<file path="config.mk">
export PLATFORM = sky130hd
export DESIGN_NAME = playseq_ctrl_flat
export DESIGN_NICKNAME = d
export VERILOG_FILES = /design/src/rtl/playseq_ctrl_pkg.sv /design/src/rtl/playseq_ctrl_if.sv /design/src/rtl/playseq_ctrl_timer.sv /design/src/rtl/playseq_ctrl.sv /design/src/flat_wrapper.sv
export SDC_FILE = /design/constraint.sdc
export NUM_CORES = 1
export LEC_CHECK = 0
export BUFFER_PORTS_ARGS = -buffer_cell sky130_fd_sc_hd__buf_2
export CAP_MARGIN = 30
export CORE_ASPECT_RATIO = 0.75
export CORE_UTILIZATION = 57
export DETAILED_ROUTE_END_ITERATION = 16
export PLACE_DENSITY = 0.79
export RECOVER_POWER = 25
export SLEW_MARGIN = 25
export SYNTH_ARGS = -nofsm -noshare
export SYNTH_HDL_FRONTEND = slang
export SYNTH_SLANG_ARGS = --single-unit
</file>
<file path="constraint.sdc">
create_clock -name clk -period 2.25 [get_ports clk]
set_clock_uncertainty 0.05 [all_clocks]
set_input_delay 0.5625 -clock clk [delete_from_list [all_inputs] [get_ports clk]]
set_output_delay 0.5625 -clock clk [all_outputs]
set_load 0.05 [all_outputs]
</file>
<file path="src/rtl/playseq_ctrl_pkg.sv">
// Shared types for the PlaySeq game controller: the state codes shown on the
// debug display and the last RAM address.
package playseq_ctrl_pkg;

    typedef enum logic [3:0] {
        S_IDLE   = 4'd0,
        S_INIT   = 4'd1,
        S_PREP   = 4'd2,
        S_SHOW   = 4'd3,
        S_GAP    = 4'd4,
        S_WAIT   = 4'd5,
        S_CHECK  = 4'd6,
        S_REC    = 4'd7,
        S_REC_WR = 4'd8,
        S_NEXT   = 4'd9,
        S_WIN    = 4'd10,
        S_LOSE   = 4'd11,
        S_TOUT   = 4'd12
    } state_e;

    localparam logic [3:0] LAST_ADDR = 4'd15;

    // Width of a counter that must reach the largest of three cycle counts.
    function automatic int cnt_width(input int a, input int b, input int c);
        int m;
        m = a;
        if (b > m) m = b;
        if (c > m) m = c;
        return $clog2(m + 1);
    endfunction

endpackage

</file>
<file path="src/rtl/playseq_ctrl_if.sv">
// Board I/O and sequence-RAM signals of the PlaySeq controller.
interface playseq_ctrl_if;
    logic       start;
    logic       mode;
    logic [3:0] buttons;
    logic [3:0] ram_q;
    logic [3:0] ram_addr;
    logic       ram_we;
    logic [3:0] ram_data;
    logic [3:0] leds;
    logic [3:0] round;
    logic       win;
    logic       lose;
    logic       tout;
    logic [3:0] db_state;

    modport master (
        input  start, mode, buttons, ram_q,
        output ram_addr, ram_we, ram_data, leds, round, win, lose, tout, db_state
    );

    modport slave (
        output start, mode, buttons, ram_q,
        input  ram_addr, ram_we, ram_data, leds, round, win, lose, tout, db_state
    );
endinterface

</file>
<file path="src/rtl/playseq_ctrl_timer.sv">
// Up-counter with synchronous clear/enable; done_o flags the terminal count.
module playseq_ctrl_timer #(
    parameter int W = 8
) (
    input  logic         clk,
    input  logic         reset,
    input  logic         clr_i,
    input  logic         en_i,
    input  logic [W-1:0] last_i,
    output logic         done_o
);
    logic [W-1:0] cnt_q;

    always_ff @(posedge clk or posedge reset) begin
        if (reset)      cnt_q <= '0;
        else if (clr_i) cnt_q <= '0;
        else if (en_i)  cnt_q <= cnt_q + W'(1);
    end

    assign done_o = (cnt_q == last_i);
endmodule

</file>
<file path="src/rtl/playseq_ctrl.sv">
// PlaySeq game controller: replays notes 0..r from the sequence RAM each round,
// checks the player's presses against them and optionally records a new note.
module playseq_ctrl
    import playseq_ctrl_pkg::*;
#(
    parameter int SHOW_CYCLES    = 1000,
    parameter int GAP_CYCLES     = 500,
    parameter int TIMEOUT_CYCLES = 5000
) (
    input  logic          clk,
    input  logic          reset,
    playseq_ctrl_if.master io
);
    localparam int TW = cnt_width(SHOW_CYCLES, GAP_CYCLES, TIMEOUT_CYCLES);

    state_e     state_q;
    logic [3:0] r_q, idx_q, press_q, btn_prev_q;
    logic       mode_q;

    // A held button counts once: only a rise from an all-released word is a press.
    logic press;
    assign press = (io.buttons != 4'd0) && (btn_prev_q == 4'd0);

    logic          rep_in, rep_done, tmo_in, tmo_done;
    logic [TW-1:0] rep_last;

    assign rep_in   = (state_q == S_SHOW) || (state_q == S_GAP);
    assign rep_last = (state_q == S_SHOW) ? TW'(SHOW_CYCLES - 1) : TW'(GAP_CYCLES - 1);
    assign tmo_in   = (state_q == S_WAIT) || (state_q == S_REC);

    playseq_ctrl_timer #(.W(TW)) u_rep_tmr (
        .clk    (clk),
        .reset  (reset),
        .clr_i  (!rep_in || rep_done),
        .en_i   (rep_in && !rep_done),
        .last_i (rep_last),
        .done_o (rep_done)
    );

    playseq_ctrl_timer #(.W(TW)) u_tmo_tmr (
        .clk    (clk),
        .reset  (reset),
        .clr_i  (!tmo_in),
        .en_i   (tmo_in),
        .last_i (TW'(TIMEOUT_CYCLES - 1)),
        .done_o (tmo_done)
    );

    always_ff @(posedge clk or posedge reset) begin
        if (reset) begin
            state_q    <= S_IDLE;
            r_q        <= 4'd0;
            idx_q      <= 4'd0;
            mode_q     <= 1'b0;
            press_q    <= 4'd0;
            btn_prev_q <= 4'd0;
        end else begin
            btn_prev_q <= io.buttons;
            case (state_q)
                S_IDLE: if (io.start) state_q <= S_INIT;
                S_INIT: begin
                    r_q     <= 4'd0;
                    idx_q   <= 4'd0;
                    mode_q  <= io.mode;
                    state_q <= S_PREP;
                end
                S_PREP: state_q <= S_SHOW;
                S_SHOW: if (rep_done) state_q <= S_GAP;
                S_GAP: if (rep_done) begin
                    if (idx_q == r_q) begin
                        idx_q   <= 4'd0;
                        state_q <= S_WAIT;
                    end else begin
                        idx_q   <= idx_q + 4'd1;
                        state_q <= S_PREP;
                    end
                end
                S_WAIT: begin
                    if (press) begin
                        press_q <= io.buttons;
                        state_q <= S_CHECK;
                    end else if (tmo_done) begin
                        state_q <= S_TOUT;
                    end
                end
                // The RAM latched idx on the press edge, so ram_q is current here.
                S_CHECK: begin
                    if (press_q != io.ram_q)   state_q <= S_LOSE;
                    else if (idx_q != r_q) begin
                        idx_q   <= idx_q + 4'd1;
                        state_q <= S_WAIT;
                    end
                    else if (r_q == LAST_ADDR) state_q <= S_WIN;
                    else if (mode_q)           state_q <= S_REC;
                    else                       state_q <= S_NEXT;
                end
                S_REC: begin
                    if (press) begin
                        press_q <= io.buttons;
                        state_q <= S_REC_WR;
                    end else if (tmo_done) begin
                        state_q <= S_TOUT;
                    end
                end
                S_REC_WR: state_q <= S_NEXT;
                S_NEXT: begin
                    r_q     <= r_q + 4'd1;
                    idx_q   <= 4'd0;
                    state_q <= S_PREP;
                end
                S_WIN, S_LOSE, S_TOUT: if (io.start) state_q <= S_INIT;
                default: state_q <= S_IDLE;
            endcase
        end
    end

    assign io.ram_addr = (state_q == S_REC_WR) ? r_q + 4'd1 : idx_q;
    assign io.ram_we   = (state_q == S_REC_WR);
    assign io.ram_data = press_q;
    assign io.leds     = (state_q == S_SHOW) ? io.ram_q : 4'd0;
    assign io.round    = r_q;
    assign io.win      = (state_q == S_WIN);
    assign io.lose     = (state_q == S_LOSE);
    assign io.tout     = (state_q == S_TOUT);
    assign io.db_state = state_q;
endmodule
</file>
<file path="src/flat_wrapper.sv">
// flat-port wrapper written by rule: the top's interface ports become plain ports
module playseq_ctrl_flat import playseq_ctrl_pkg::*;
#(
    parameter int SHOW_CYCLES    = 1000,
    parameter int GAP_CYCLES     = 500,
    parameter int TIMEOUT_CYCLES = 5000
)
  (clk, reset, io_start, io_mode, io_buttons, io_ram_q, io_ram_addr, io_ram_we, io_ram_data, io_leds, io_round, io_win, io_lose, io_tout, io_db_state);
  playseq_ctrl_if io_i ();
  input  logic clk;
  input  logic reset;
  input wire logic [$bits(io_i.start)-1:0] io_start;
  input wire logic [$bits(io_i.mode)-1:0] io_mode;
  input wire logic [$bits(io_i.buttons)-1:0] io_buttons;
  input wire logic [$bits(io_i.ram_q)-1:0] io_ram_q;
  output wire logic [$bits(io_i.ram_addr)-1:0] io_ram_addr;
  output wire logic [$bits(io_i.ram_we)-1:0] io_ram_we;
  output wire logic [$bits(io_i.ram_data)-1:0] io_ram_data;
  output wire logic [$bits(io_i.leds)-1:0] io_leds;
  output wire logic [$bits(io_i.round)-1:0] io_round;
  output wire logic [$bits(io_i.win)-1:0] io_win;
  output wire logic [$bits(io_i.lose)-1:0] io_lose;
  output wire logic [$bits(io_i.tout)-1:0] io_tout;
  output wire logic [$bits(io_i.db_state)-1:0] io_db_state;
  assign io_i.start = io_start;
  assign io_i.mode = io_mode;
  assign io_i.buttons = io_buttons;
  assign io_i.ram_q = io_ram_q;
  assign io_ram_addr = io_i.ram_addr;
  assign io_ram_we = io_i.ram_we;
  assign io_ram_data = io_i.ram_data;
  assign io_leds = io_i.leds;
  assign io_round = io_i.round;
  assign io_win = io_i.win;
  assign io_lose = io_i.lose;
  assign io_tout = io_i.tout;
  assign io_db_state = io_i.db_state;
  playseq_ctrl #(.SHOW_CYCLES(SHOW_CYCLES), .GAP_CYCLES(GAP_CYCLES), .TIMEOUT_CYCLES(TIMEOUT_CYCLES)) u_core (.clk(clk), .reset(reset), .io(io_i));
endmodule
</file>
# ---- Word-level counts from Yosys, hierarchy flattened
# Cells that the tools add are included.
dict set report word_totals {
  register_bits 47
  in_bits 12
  out_inout_bits 24
}
dict set report op_classes {
  add_sub_neg 4
  eq_ne 23
  mux 24
  reduce_logical 19
}
# op count
set op_table {}
lappend op_table {{$mux W4} 16}
lappend op_table {{$mux W13} 3}
lappend op_table {{$pmux W4 S9} 1}
lappend op_table {{$add A13 B1 Y13 const B} 2}
lappend op_table {{$eq A4 B4 Y1 const B} 6}
lappend op_table {{$eq A4 B3 Y1 const B} 4}
lappend op_table {{$eq A13 B13 Y1} 1}
lappend op_table {{$eq A13 B13 Y1 const B} 1}
lappend op_table {{$pmux W4 S3} 1}
lappend op_table {{$mux W10} 1}
lappend op_table {{$add A4 B1 Y4 const B} 2}
lappend op_table {{$eq A4 B2 Y1 const B} 2}
lappend op_table {{$logic_not A4 Y1} 2}
lappend op_table {{$ne A2 B1 Y1 const B} 4}
lappend op_table {{$ne A4 B4 Y1} 2}
lappend op_table {{$pmux W4 S2} 1}
lappend op_table {{$eq A4 B1 Y1 const B} 1}
lappend op_table {{$eq A4 B4 Y1} 1}
lappend op_table {{$reduce_and A4 Y1} 1}
lappend op_table {{$reduce_bool A2 Y1} 2}
lappend op_table {{$reduce_bool A4 Y1} 1}
lappend op_table {{$reduce_or A2 Y1} 2}
lappend op_table {{$reduce_or A4 Y1} 1}
lappend op_table {{$logic_or A1 B1 Y1} 3}
lappend op_table {{7 further kinds} 9}

# ---- Longest topological paths before layout
dict set report logic_depth {
  word_depth 7
  mapped_depth 7
}

# ---- By module
# Synthesis repeated with hierarchy kept, for this count alone.
dict set report hier_totals {
  cells_unflattened 327
  area_unflattened_um2 3072.9
}
# mod instances cells_each area_each_um2 seq_area_each_um2
set by_module_without_submodules {}
lappend by_module_without_submodules {playseq_ctrl_timer 2 81 797.0 325.3}
lappend by_module_without_submodules {playseq_ctrl 1 165 1478.9 525.5}

# ---- Least setup slack after synthesis
# Ideal clock, no wire load.
dict set report synth_timing {
  path_kind {register -> output}
  from {reg u_core.state_q[0], in the netlist u_core.io.db_state[0]}
  to {out io_ram_addr[0]}
  arrival_time_ns 2.864
  t_required_ns 1.637
  setup_slack_ns -1.227
  path_stages_with_launch 5
  n_path_buf 1
  cell_sequence {dfrtp_1 > or2_1 > clkbuf_1 > nor2_1 > mux2i_1}
}
dict set report synth_between {
  elab_chain_len 2
}
# element line
set synth_lines {}
lappend synth_lines {{start: declaration} playseq_ctrl.sv:16} ;# state_e state_q;
lappend synth_lines {{start signal: assignment} playseq_ctrl.sv:51} ;# state_q <= S_IDLE;
lappend synth_lines {{start signal: assignment} playseq_ctrl.sv:60} ;# S_IDLE: if (io.start) state_q <= S_INIT;
lappend synth_lines {{start signal: assignment} playseq_ctrl.sv:65} ;# state_q <= S_PREP;
lappend synth_lines {{$eq A4 B4 Y1} --}
lappend synth_lines {{named net io_ram_we} flat_wrapper.sv:17} ;# output wire logic [$bits(io_i.ram_we)-1:0] io_ram_we;
lappend synth_lines {{$mux W4} playseq_ctrl.sv:117} ;# assign io.ram_addr = (state_q == S_REC_WR) ? r_q + 4'd1 : idx_q;
lappend synth_lines {{end: declaration} flat_wrapper.sv:16} ;# output wire logic [$bits(io_i.ram_addr)-1:0] io_ram_addr;
# The timed path passes the listed nets, and every way through them passes these cells.

# ---- Worst setup path after layout
dict set report layout_timing {
  from {reg u_core.state_q[0], in the netlist u_core.io.db_state[0]}
  to {out io_ram_addr[1]}
}
dict set report layout_between {
  elab_chain_len 2
}
# element line
set layout_lines {}
lappend layout_lines {{$eq A4 B4 Y1} playseq_ctrl.sv:117}
lappend layout_lines {{$mux W4} playseq_ctrl.sv:117}
# No other way between the ends.

==> reports/results.ini <==
[sta]
worst_pin_slew_ns=0.723
setup_viol=1
relSlewSlack_pct=51.7
fin_ws_ns=-0.0308
timing.hold.ws_ns=0.304
slew_viol_final=0
grt_setup_unrepaired=true
max_freq_mhz=438
setup_tns_ns=-0.0308
final_hold_viol_count=0
period_share_pct=101
min_period_ns=2.28

[cts]
root_buffer=clkbuf_8
clk_latency_ns=0.31
clk_pin_slew_worst_paths_ns=0.09
cts.sinks=47
cts_made_buffers=5
htreeDepth=2
clockBufferDepth=2
cts_tree=built

[global_routing]
grt_antenna_before_repair=0
grt_max_degree=29
grt_pass1_wl_mm=9.65
grt_pass1_vias=2082
grt-ovfl-total=0
grt_usage_pct=26.5

[worst_hold_path]
hold_path.class=in -> async

[critical_path]
cp-startpoint=u_core.io.db_state[0]$_DFFE_PP0P_
crit_path_max_fanout=5
crit_slowest_cell=dfrtp_2
reg2reg_from=u_core.io.db_state[0]$_DFFE_PP0P_
path_class=reg -> out
path_buf_inv=1
crit_path_max_incr_delay_ns=0.41
critical_path.cell_chain=or2_4 -> nor2_4 -> mux2_4 -> buf_8
critPathCaptureType=output port
start_kind=flop
critPathTopFamily=simple AND/OR/NAND/NOR gates
required_ns=1.64
ff2ff_setup_slack_ns=0.15
critPathArrivalTime_ns=1.67
r2r-end=u_core.idx_q[3]$_DFFE_PP0P_
reg2reg_depth=8

[synthesis]
ys_types=46
ys_seq_area_share_pct=45.3
synthTopCellsByArea=dfrtp_1 45%, nor2_1 6.2%, xor2_1 5.4%
ys_warn_count=0
syn-cell-area_um2=2600
syn_nets=302
yosys-top-cells-count=47 x dfrtp_1, 43 x nor2_1, 27 x nand2_1, 18 x nand3_1, 16 x xor2_1
syn_inst=286
synth_most_common_cell=dfrtp_1
yosys.area.top_type=dfrtp_1
dominantRegCellSynth=dfrtp_1
ys_ff_latch=47
yosys.area.top_type_share_pct=45.3
synthArstFlopShare_pct=100
synth_edf_count=0
synth.avg_cell_area_um2=9.09

[power]
seq_power_share_pct=29.2
power_mw=3.71
p_leak_nw=1.41
swShare_pct=45.0
intPower_mw=2.04
p_comb_share_pct=52.8
powerDensity_nw_per_um2=1160
p_sw_mw=1.67
vdd_drop_max_mv=0.888
power.share.clock_pct=18.0

[flow_run]
drv_cap=0

[route]
finalWirelength_mm=5.89
drc=0
post_drt_wl_per_cell_um=14.9
ant_nets=0
drtPass1Iterations=4
vias=2349
vias_per_cell=5.93
dr.first_iter.drc_count=211

[floorplanning]
dieArea_um2=4840
die_w_um=80.0
core_area_um2=4200
io-pin-count=36
initial_core_util_pct=61.8
die_h_um=60.5
num_rows=20

[layout]
area_delta_synth_final_pct=23.1
drive_above_1_share_pct=23.2
diodes=0
final_net_count=356

[status]
status=finished, violations left
violations=negative setup slack

[placement]
place.gp.congestion=0.880
port_buffers=35
hpwl_mm=4.26

[how the worst max path moves through the flow]
stage                                   to  slack [ns]  depth (start not counted)
3_5_place_dp   u_core.idx_q[3]$_DFFE_PP0P_        0.03                          8
2_1_floorplan               io_ram_addr[0]       -0.24                          4
6_report                    io_ram_addr[1]       -0.03                          4
4_1_cts                     io_ram_addr[1]       -0.04                          4
3_3_place_gp   u_core.idx_q[3]$_DFFE_PP0P_        0.10                          8
5_1_grt                     io_ram_addr[1]       -0.06                          4
[stage by stage]
stage,area (µm²),cells,setup slack (ns),utilization (%)
finish,3200,396,-0.0308,76.1
global route,3200,396,-0.0608,76.1
CTS,3190,395,-0.0432,75.8
detailed placement,3010,385,0.0280,71.5
global placement,3010,385,0.104,71.5
floorplan,2660,286,-0.237,-
[layer usage]
metal / GRT usage, % / share of wire [%] / wire length [µm]
met1: 37.2 / 48 / 2850
met2: 40.4 / 43 / 2520
met3: 6.62 / 7.4 / 438
met4: 9.69 / 1.4 / 83
met5: 0 / 0 / 0
[kinds of logic (layout without fill, tap and decap cells)]
kind of cell / after synthesis / in the layout / share of synthesized area (%)
AO/OA/AOI/OAI: 46 / 46 / 11.5
XOR/XNOR: 29 / 29 / 9.77
adder cells (fa/ha/maj): 4 / 4 / 1.93
buffers and inverters: 17 / 72 / 2.55
flip-flops: 47 / 47 / 45.3
multiplexers: 8 / 8 / 3.37
AND/OR/NAND/NOR: 135 / 135 / 25.6
[placed cells by master, fill, tap and decap left out, drive strengths merged, types with 3 or more instances in the layout]
cell    synthesis  final
inv             8      9
xnor2          13     13
o21ai          14     14
nand3          18     18
buf             3     51
nor2           43     43
a31oi           3      3
a21oi          10     10
nor3            8      8
xor2           16     16
clkbuf          6     11
nand4           7      7
mux2            6      6
o32ai           3      3
nand2b          7      7
o41ai           3      3
dfrtp          47     47
ha              4      4
nand2          27     27
nor4            3      3
and2            6      6
[area by class of cell]
class | count | area (µm²)
well taps | 55 | 68.8
clock buffers | 6 | 82.6
inverters | 8 | 30.0
fillers | 316 | 1010
repair buffers | 56 | 384
clock inverters | 2 | 38.8
flip-flops and latches | 47 | 1180
multi-input cells | 222 | 1410
[registers in the layout, indices dropped and copies added (netlist names)]
signal	count
u_core.io.db_state	4
u_core.mode_q	1
u_core.io.ram_data	4
u_core.btn_prev_q	4
u_core.idx_q	4
u_core.u_rep_tmr.cnt_q	13
u_core.io.round	4
u_core.u_tmo_tmr.cnt_q	13
[worst register-to-register path: stages, from the launching register on]
cell      delay, ns
dfrtp_2        0.41
buf_4          0.14
buf_4          0.17
nand2b_1       0.22
nor2_1         0.23
and3_1         0.21
a21oi_1        0.04
or4_1          0.49
nand2_1        0.07
[power by group through the flow]
| stage | combinational, mW | clock [mW] | sequential [mW] |
|---|---|---|---|
| 2_1_floorplan | 1.08 | 0 | 1.32 |
| 3_3_place_gp | 1.78 | 0 | 1.11 |
| 3_5_place_dp | 1.79 | 0 | 1.12 |
| 4_1_cts | 1.89 | 0.673 | 1.09 |
| 5_1_grt | 2.09 | 0.702 | 1.11 |
| 6_report | 1.96 | 0.668 | 1.08 |
[what timing repair did]
item / in CTS / in global routing
setup endpoints to repair: 9 / 10
pin swaps: 1 / 2
resized for setup: 16 / 8
cloned: 0 / 0
hold buffers: 0 / 0
buffers inserted: 2 / 1
Note: power is estimated with default switching activity, not from simulation.
